### src/rtl/axi_lite_pkg.sv
// Shared AXI4-Lite types and constants: response codes, the write and read
// channel state encodings, and the response/strobe field widths.
package axi_lite_pkg;

   localparam int RESP_W = 2;
   localparam int STRB_W = 4;

   typedef enum logic [RESP_W-1:0] {
      OKAY   = 2'b00,
      EXOKAY = 2'b01,
      SLVERR = 2'b10,
      DECERR = 2'b11
   } resp_e;

   typedef enum logic [1:0] {
      W_IDLE,
      W_ADDR,
      W_DATA,
      W_RESP
   } wr_state_e;

   typedef enum logic {
      R_IDLE,
      R_DATA
   } rd_state_e;

endpackage

### src/rtl/axi_lite_slave_mem_if.sv
// AXI4-Lite bus bundle (AW, W, B, AR and R channels) with master and slave views.
interface axi_lite_slave_mem_if #(
   parameter int ADDR_W = 32
) ();
   import axi_lite_pkg::*;

   logic [ADDR_W-1:0] awaddr;
   logic              awvalid;
   logic              awready;
   logic [31:0]       wdata;
   logic [STRB_W-1:0] wstrb;
   logic              wvalid;
   logic              wready;
   logic [RESP_W-1:0] bresp;
   logic              bvalid;
   logic              bready;
   logic [ADDR_W-1:0] araddr;
   logic              arvalid;
   logic              arready;
   logic [31:0]       rdata;
   logic [RESP_W-1:0] rresp;
   logic              rvalid;
   logic              rready;

   modport master (
      output awaddr, awvalid, wdata, wstrb, wvalid, bready, araddr, arvalid, rready,
      input  awready, wready, bresp, bvalid, arready, rdata, rresp, rvalid
   );

   modport slave (
      input  awaddr, awvalid, wdata, wstrb, wvalid, bready, araddr, arvalid, rready,
      output awready, wready, bresp, bvalid, arready, rdata, rresp, rvalid
   );

endinterface

### src/rtl/axi_lite_regfile.sv
// Word storage behind the AXI-Lite slave: per-byte write enables, one write
// port and one registered read port. A read and a write to the same word in
// the same cycle return the old contents. Reset clears every word.
module axi_lite_regfile
   import axi_lite_pkg::*;
#(
   parameter int DEPTH  = 16,
   parameter int DATA_W = 32,
   parameter int IDX_W  = 4
) (
   input  logic              aclk,
   input  logic              areset,
   input  logic              wrEn_i,
   input  logic [IDX_W-1:0]  wrIdx_i,
   input  logic [DATA_W-1:0] wrData_i,
   input  logic [STRB_W-1:0] wrStrb_i,
   input  logic              rdEn_i,
   input  logic [IDX_W-1:0]  rdIdx_i,
   output logic [DATA_W-1:0] rdData_o
);

   logic [DATA_W-1:0] mem_q [DEPTH];
   logic [DATA_W-1:0] rdData_q;

   // Storage update and read capture; nonblocking reads see pre-write contents
   always_ff @(posedge aclk) begin
      if (areset) begin
         for (int i = 0; i < DEPTH; i++) begin
            mem_q[i] <= '0;
         end
         rdData_q <= '0;
      end else begin
         if (rdEn_i) begin
            rdData_q <= mem_q[rdIdx_i];
         end
         if (wrEn_i) begin
            for (int b = 0; b < STRB_W; b++) begin
               if (wrStrb_i[b]) begin
                  mem_q[wrIdx_i][8*b +: 8] <= wrData_i[8*b +: 8];
               end
            end
         end
      end
   end

   assign rdData_o = rdData_q;

endmodule

### src/rtl/axi_lite_slave_mem.sv
// AXI4-Lite slave with a word-addressed register file behind it. The write
// and read channels run independent FSMs with registered readies/valids.
// Optional feature macro AXI_LITE_SLVERR_EN: out-of-range accesses answer
// SLVERR (writes dropped, reads return 0). Without it, addresses wrap modulo
// DEPTH and every response is OKAY.
module axi_lite_slave_mem
   import axi_lite_pkg::*;
#(
   parameter int                ADDR_W    = 32,
   parameter int                DATA_W    = 32,
   parameter int                DEPTH     = 16,
   parameter logic [ADDR_W-1:0] BASE_ADDR = '0
) (
   input logic                 aclk,
   input logic                 areset,
   axi_lite_slave_mem_if.slave bus
);

   localparam int IDX_W = (DEPTH > 1) ? $clog2(DEPTH) : 1;

`ifdef AXI_LITE_SLVERR_EN
   localparam bit SlvErrEn = 1'b1;
`else
   localparam bit SlvErrEn = 1'b0;
`endif

   // Returns {outOfRange, wrapped word index} for a byte address
   function automatic logic [IDX_W:0] decodeAddr(input logic [ADDR_W-1:0] addr);
      logic [ADDR_W-1:0] offset;
      logic [ADDR_W-1:0] wordIdx;
      logic              outOfRange;
      offset     = addr - BASE_ADDR;
      wordIdx    = offset >> 2;
      outOfRange = (addr < BASE_ADDR) || (wordIdx >= ADDR_W'(DEPTH));
      return {outOfRange, wordIdx[IDX_W-1:0]};
   endfunction

   wr_state_e         wrState_q;
   logic              awready_q;
   logic              wready_q;
   logic              bvalid_q;
   resp_e             bresp_q;
   logic [ADDR_W-1:0] wrAddr_q;
   logic [DATA_W-1:0] wrData_q;
   logic [STRB_W-1:0] wrStrb_q;

   rd_state_e         rdState_q;
   logic              arready_q;
   logic              rvalid_q;
   logic              rdErr_q;
   resp_e             rresp_q;

   logic              awHs;
   logic              wHs;
   logic              arHs;

   logic              commitFire;
   logic [ADDR_W-1:0] commitAddr;
   logic [DATA_W-1:0] commitData;
   logic [STRB_W-1:0] commitStrb;

   logic [IDX_W:0]    wrDecode;
   logic [IDX_W:0]    rdDecode;
   logic              wrErr;
   logic              rdErr;
   resp_e             wrResp;
   resp_e             rdResp;
   logic              rfWrEn;
   logic [DATA_W-1:0] rfRdData;

   assign awHs = bus.awvalid && awready_q;
   assign wHs  = bus.wvalid  && wready_q;
   assign arHs = bus.arvalid && arready_q;

   // Pick the address/data pair that completes a write this cycle: live bus
   // values or whichever half was parked in an earlier cycle
   always_comb begin
      commitFire = 1'b0;
      commitAddr = bus.awaddr;
      commitData = bus.wdata;
      commitStrb = bus.wstrb;
      case (wrState_q)
         W_IDLE: commitFire = awHs && wHs;
         W_ADDR: begin
            commitFire = wHs;
            commitAddr = wrAddr_q;
         end
         W_DATA: begin
            commitFire = awHs;
            commitData = wrData_q;
            commitStrb = wrStrb_q;
         end
         default: commitFire = 1'b0;
      endcase
   end

   assign wrDecode = decodeAddr(commitAddr);
   assign rdDecode = decodeAddr(bus.araddr);
   assign wrErr    = SlvErrEn && wrDecode[IDX_W];
   assign rdErr    = SlvErrEn && rdDecode[IDX_W];
   assign wrResp   = wrErr ? SLVERR : OKAY;
   assign rdResp   = rdErr ? SLVERR : OKAY;
   assign rfWrEn   = commitFire && !wrErr;

   // Write channel FSM: accepts AW and W in either order, then holds B until taken
   always_ff @(posedge aclk) begin
      if (areset) begin
         wrState_q <= W_IDLE;
         awready_q <= 1'b0;
         wready_q  <= 1'b0;
         bvalid_q  <= 1'b0;
         bresp_q   <= OKAY;
         wrAddr_q  <= '0;
         wrData_q  <= '0;
         wrStrb_q  <= '0;
      end else begin
         case (wrState_q)
            W_IDLE: begin
               if (awHs && wHs) begin
                  wrState_q <= W_RESP;
                  awready_q <= 1'b0;
                  wready_q  <= 1'b0;
                  bvalid_q  <= 1'b1;
                  bresp_q   <= wrResp;
               end else if (awHs) begin
                  wrState_q <= W_ADDR;
                  wrAddr_q  <= bus.awaddr;
                  awready_q <= 1'b0;
                  wready_q  <= 1'b1;
               end else if (wHs) begin
                  wrState_q <= W_DATA;
                  wrData_q  <= bus.wdata;
                  wrStrb_q  <= bus.wstrb;
                  awready_q <= 1'b1;
                  wready_q  <= 1'b0;
               end else begin
                  awready_q <= 1'b1;
                  wready_q  <= 1'b1;
               end
            end
            W_ADDR: begin
               if (wHs) begin
                  wrState_q <= W_RESP;
                  awready_q <= 1'b0;
                  wready_q  <= 1'b0;
                  bvalid_q  <= 1'b1;
                  bresp_q   <= wrResp;
               end
            end
            W_DATA: begin
               if (awHs) begin
                  wrState_q <= W_RESP;
                  awready_q <= 1'b0;
                  wready_q  <= 1'b0;
                  bvalid_q  <= 1'b1;
                  bresp_q   <= wrResp;
               end
            end
            W_RESP: begin
               if (bus.bready) begin
                  wrState_q <= W_IDLE;
                  bvalid_q  <= 1'b0;
                  awready_q <= 1'b1;
                  wready_q  <= 1'b1;
               end
            end
            default: wrState_q <= W_IDLE;
         endcase
      end
   end

   // Read channel FSM: one outstanding read, response held until taken
   always_ff @(posedge aclk) begin
      if (areset) begin
         rdState_q <= R_IDLE;
         arready_q <= 1'b0;
         rvalid_q  <= 1'b0;
         rresp_q   <= OKAY;
         rdErr_q   <= 1'b0;
      end else begin
         case (rdState_q)
            R_IDLE: begin
               if (arHs) begin
                  rdState_q <= R_DATA;
                  arready_q <= 1'b0;
                  rvalid_q  <= 1'b1;
                  rresp_q   <= rdResp;
                  rdErr_q   <= rdErr;
               end else begin
                  arready_q <= 1'b1;
               end
            end
            R_DATA: begin
               if (bus.rready) begin
                  rdState_q <= R_IDLE;
                  rvalid_q  <= 1'b0;
                  arready_q <= 1'b1;
               end
            end
            default: rdState_q <= R_IDLE;
         endcase
      end
   end

   axi_lite_regfile #(
      .DEPTH  (DEPTH),
      .DATA_W (DATA_W),
      .IDX_W  (IDX_W)
   ) u_regfile (
      .aclk     (aclk),
      .areset   (areset),
      .wrEn_i   (rfWrEn),
      .wrIdx_i  (wrDecode[IDX_W-1:0]),
      .wrData_i (commitData),
      .wrStrb_i (commitStrb),
      .rdEn_i   (arHs),
      .rdIdx_i  (rdDecode[IDX_W-1:0]),
      .rdData_o (rfRdData)
   );

   assign bus.awready = awready_q;
   assign bus.wready  = wready_q;
   assign bus.bvalid  = bvalid_q;
   assign bus.bresp   = bresp_q;
   assign bus.arready = arready_q;
   assign bus.rvalid  = rvalid_q;
   assign bus.rresp   = rresp_q;
   assign bus.rdata   = rdErr_q ? '0 : rfRdData;

endmodule

### src/flat_wrapper.sv
// flat-port wrapper written by rule: the top's interface ports become plain ports
module axi_lite_slave_mem_flat import axi_lite_pkg::*;
#(
   parameter int                ADDR_W    = 32,
   parameter int                DATA_W    = 32,
   parameter int                DEPTH     = 16,
   parameter logic [ADDR_W-1:0] BASE_ADDR = '0
)
  (aclk, areset, bus_awaddr, bus_awvalid, bus_wdata, bus_wstrb, bus_wvalid, bus_bready, bus_araddr, bus_arvalid, bus_rready, bus_awready, bus_wready, bus_bresp, bus_bvalid, bus_arready, bus_rdata, bus_rresp, bus_rvalid);
  axi_lite_slave_mem_if #(.ADDR_W(ADDR_W)) bus_i ();
  input logic aclk;
  input logic areset;
  input wire logic [$bits(bus_i.awaddr)-1:0] bus_awaddr;
  input wire logic [$bits(bus_i.awvalid)-1:0] bus_awvalid;
  input wire logic [$bits(bus_i.wdata)-1:0] bus_wdata;
  input wire logic [$bits(bus_i.wstrb)-1:0] bus_wstrb;
  input wire logic [$bits(bus_i.wvalid)-1:0] bus_wvalid;
  input wire logic [$bits(bus_i.bready)-1:0] bus_bready;
  input wire logic [$bits(bus_i.araddr)-1:0] bus_araddr;
  input wire logic [$bits(bus_i.arvalid)-1:0] bus_arvalid;
  input wire logic [$bits(bus_i.rready)-1:0] bus_rready;
  output wire logic [$bits(bus_i.awready)-1:0] bus_awready;
  output wire logic [$bits(bus_i.wready)-1:0] bus_wready;
  output wire logic [$bits(bus_i.bresp)-1:0] bus_bresp;
  output wire logic [$bits(bus_i.bvalid)-1:0] bus_bvalid;
  output wire logic [$bits(bus_i.arready)-1:0] bus_arready;
  output wire logic [$bits(bus_i.rdata)-1:0] bus_rdata;
  output wire logic [$bits(bus_i.rresp)-1:0] bus_rresp;
  output wire logic [$bits(bus_i.rvalid)-1:0] bus_rvalid;
  assign bus_i.awaddr = bus_awaddr;
  assign bus_i.awvalid = bus_awvalid;
  assign bus_i.wdata = bus_wdata;
  assign bus_i.wstrb = bus_wstrb;
  assign bus_i.wvalid = bus_wvalid;
  assign bus_i.bready = bus_bready;
  assign bus_i.araddr = bus_araddr;
  assign bus_i.arvalid = bus_arvalid;
  assign bus_i.rready = bus_rready;
  assign bus_awready = bus_i.awready;
  assign bus_wready = bus_i.wready;
  assign bus_bresp = bus_i.bresp;
  assign bus_bvalid = bus_i.bvalid;
  assign bus_arready = bus_i.arready;
  assign bus_rdata = bus_i.rdata;
  assign bus_rresp = bus_i.rresp;
  assign bus_rvalid = bus_i.rvalid;
  axi_lite_slave_mem #(.ADDR_W(ADDR_W), .DATA_W(DATA_W), .DEPTH(DEPTH), .BASE_ADDR(BASE_ADDR)) u_core (.aclk(aclk), .areset(areset), .bus(bus_i));
endmodule
### config.mk
export PLATFORM = sky130hd
export DESIGN_NAME = axi_lite_slave_mem_flat
export DESIGN_NICKNAME = d
export VERILOG_FILES = /design/src/rtl/axi_lite_pkg.sv /design/src/rtl/axi_lite_slave_mem_if.sv /design/src/rtl/axi_lite_regfile.sv /design/src/rtl/axi_lite_slave_mem.sv /design/src/flat_wrapper.sv
export SDC_FILE = /design/constraint.sdc
export NUM_CORES = 1
export LEC_CHECK = 0
export ABC_CLOCK_PERIOD_IN_PS = 2900
export CORE_ASPECT_RATIO = 0.7
export CORE_MARGIN = 4
export CORE_UTILIZATION = 60
export DETAILED_ROUTE_END_ITERATION = 10
export GPL_TIMING_DRIVEN = 1
export PLACE_DENSITY_LB_ADDON = 0.12
export SKIP_LAST_GASP = 1
export SLEW_MARGIN = 10
export SYNTH_ARGS = -nofsm -noshare
export SYNTH_HDL_FRONTEND = slang
export SYNTH_SLANG_ARGS = --single-unit
### constraint.sdc
create_clock -name aclk -period 2.9 [get_ports aclk]
set_input_delay 0.29 -clock aclk [delete_from_list [all_inputs] [get_ports aclk]]
set_output_delay 0.29 -clock aclk [all_outputs]
set_load 0.02 [all_outputs]
==> out/metrics.cfg <==
[worst_hold_path]
hold_depth=3
min_to=u_core.bus.arready
hold_start=areset
hold_class=input port to flip-flop

[critical_path]
crit_path_start_kind=flip-flop
rr_startpoint=u_core.wrState_q[1]
worstPathRequired_ps=3130
crit_type=flip-flop to flip-flop
end_kind=flip-flop
r2r_setup_slack_ps=140
r2r.worst_path.cells=6
cp.arrival_ps=2990
cp_max_fo=9
r2r-end=u_core.u_regfile.mem_q[3][18]

[power_and_ir_drop]
p_comb_frac=0.190
power.switching_mw=5.967
total_power_mw=20.92
switching_share=0.2852
peakVddDrop_v=0.0005804
clock_power_share=0.340
seqPwrFrac=0.469
power_density_nw_per_um2=689.3
power_leakage_nw=10.87
p_int_mw=14.96

[global_route]
grt_overflow_total=0
antenna_found_initial=3
busiest_layer=met1
track_usage=0.2705
grt_pass1_vias=16480
met1_usage=0.4153
grt_start_max_net_pins=78
gr-usage-met3=0.07619
grt_pass1_wl_um=97870
use_met2=0.3960

[clocking]
cts_buffers=54
cts_setup_buffers=0
cts_root_buf=clkbuf_16
cts_htree_levels=2
clk-insertion-delay-late_ps=590
hold_buffers=0
cts_buffer_depth=3
cts_resized=0
clk_pin_slew_ps=60
cts_tree=done
cts.sinks=592

[synthesis]
syn_area_um2=26230
ys_ff_latch=592
yosys_warnings=0
seq_area_frac_synth=0.6471
syn_area_per_cell_um2=13.54
synthTopCellsByArea=edfxtp_1 (59%), mux4_2 (8.2%), nor2_1 (7.5%)
synth-edff-count=512
ys_types=50
netlist.area_leader.share=0.5861
synthesis.instances=1937
synth_top_cell_by_area=edfxtp_1
synth_ff_type=edfxtp_1
synth-async-reset-ratio=0

[drt]
routed_wl_um=63320
postRouteAntennaNets=0
detail_route.iter0.violations=1858
vias=16700
wl_per_cell_um=23.15
drcViolationCount=0
drt_first_pass_iters=5
viasPerCell=6.107

[placement]
place.gp.congestion=0.8198
dpl_cell_area_um2=28590
dp_hpwl_um=42060
portBuffers=87
placed_cells=2635

[flow_run]
cap_violations=0

[layout]
stdcell_count=2735
final.fill_count=2865
final_common_cell=nor2_1
syn_to_final_growth_pct=15.71
final_cell_mix=nor2_1 (523), edfxtp_1 (512), buf_4 (144)
drive_gt1_frac=0.2121
stdcell_area_um2=30350
finalNetCount=2217
n_antenna_cell=0

[timing]
timing.final.crit_share=0.9524
rsz0062_at_grt=no
final-hold-violation-count=0
slew_headroom=0.4303
max_freq_mhz=362.1
min_period_ps=2762
setup_viol=0
timing.setup.tns_ps=0
skew_ps=14.55
drv_slew=0
worstMarginPinSlew_ps=854.4

[floorplan]
core.rowCount=63
fp.dieH_um=182.9
core_um2=42800
die_area_um2=47190
pin_count=148
initial_core_util=0.6129
die_w_um=257.9

[status]
status=completed

[per-layer routing]
layer | up-vias | share of wire
li1 | 7425 | -
met1 | 8290 | 0.43
met2 | 897 | 0.44
met3 | 88 | 0.12
met4 | 4 | 0.016
met5 | - | 0.00033
[kinds of logic after synthesis]
logic type / Yosys count / share of synthesized area
fa+ha+maj: 4 / 0.001908
compound gates: 173 / 0.04932
simple gates: 802 / 0.1424
other cells: 1 / 0.0001429
flops: 592 / 0.6471
mux: 232 / 0.1357
buf+inv: 133 / 0.02337
[state kept, by name, summed over array words and instances, names as in the netlist]
register and flops:
u_core.u_regfile.rdData_o 32, u_core.bus.wready 1, u_core.wrStrb_q 4, u_core.wrData_q 32, u_core.bus.bvalid 1, u_core.u_regfile.mem_q 512, u_core.bus.awready 1, u_core.wrAddr_q 4
u_core.bus.arready 1, u_core.bus.rvalid 1, u_core.wrState_q 2, u_core.rdState_q 1
[power groups by stage]
| stage | Clock, mW | Sequential [mW] | Combinational, mW |
|---|---|---|---|
| after global placement | 0 | 9.97 | 3.84 |
| after global routing | 7.58 | 9.86 | 4.24 |
| after CTS | 7.18 | 9.82 | 3.94 |
| after detailed placement | 0 | 10.0 | 3.92 |
| final | 7.12 | 9.82 | 3.98 |
| after floorplan | 0 | 9.98 | 2.40 |
[critical path: stages (launching register included)]
cell and delay, ps:
dfxtp_1 340, inv_1 80, ha_1 340, or3b_2 630
a211oi_4 400, nand3_2 120, or2b_1 490
[Yosys cell counts (25+ instances only)]
cell,number
edfxtp_1,512
dfxtp_1,80
mux2i_1,103
clkbuf_1,84
nor2_1,523
a221oi_1,32
mux2_2,31
nand2b_1,68
a21oi_1,46
a22oi_1,31
nand3_2,41
o21ai_0,36
nand2_1,121
mux4_2,95
buf_2,25
[layout make-up]
class	instances	area [µm²]	share of cell area
Inverter	2	7.507	0.0002473
Clock buffer	73	1556	0.05128
Timing Repair Buffer	241	2172	0.07156
Clock inverter	27	207.7	0.006843
Multi-Input combinational cell	1215	8702	0.2867
Sequential cell	592	16980	0.5593
Tap cell	585	732.0	0.02411
[worst max-delay path by stage]
stage	startpoint	to	slack (ps)	depth (start not counted)
final	u_core.wrState_q[1]	u_core.u_regfile.mem_q[3][18]	140	6
after global routing	u_core.wrState_q[1]	u_core.u_regfile.mem_q[3][29]	0.1	6
after CTS	u_core.wrState_q[1]	u_core.u_regfile.mem_q[1][15]	160	6
after detailed placement	bus_awaddr[5]	u_core.u_regfile.mem_q[1][9]	100	5
after global placement	bus_awaddr[5]	u_core.u_regfile.mem_q[3][18]	160	5
after floorplan	u_core.wrState_q[1]	u_core.u_regfile.mem_q[3][16]	510	7
[stage by stage]
stage	hold slack, ps	util	setup slack [ps]
after floorplan	426.0	-	511.4
after global placement	440.5	0.6680	162.2
after detailed placement	446.3	0.6680	104.0
after CTS	239.3	0.7092	160.6
after global routing	267.7	0.7092	0.09881
final	261.5	0.7092	138.1
(Power assumes the default switching activity.)
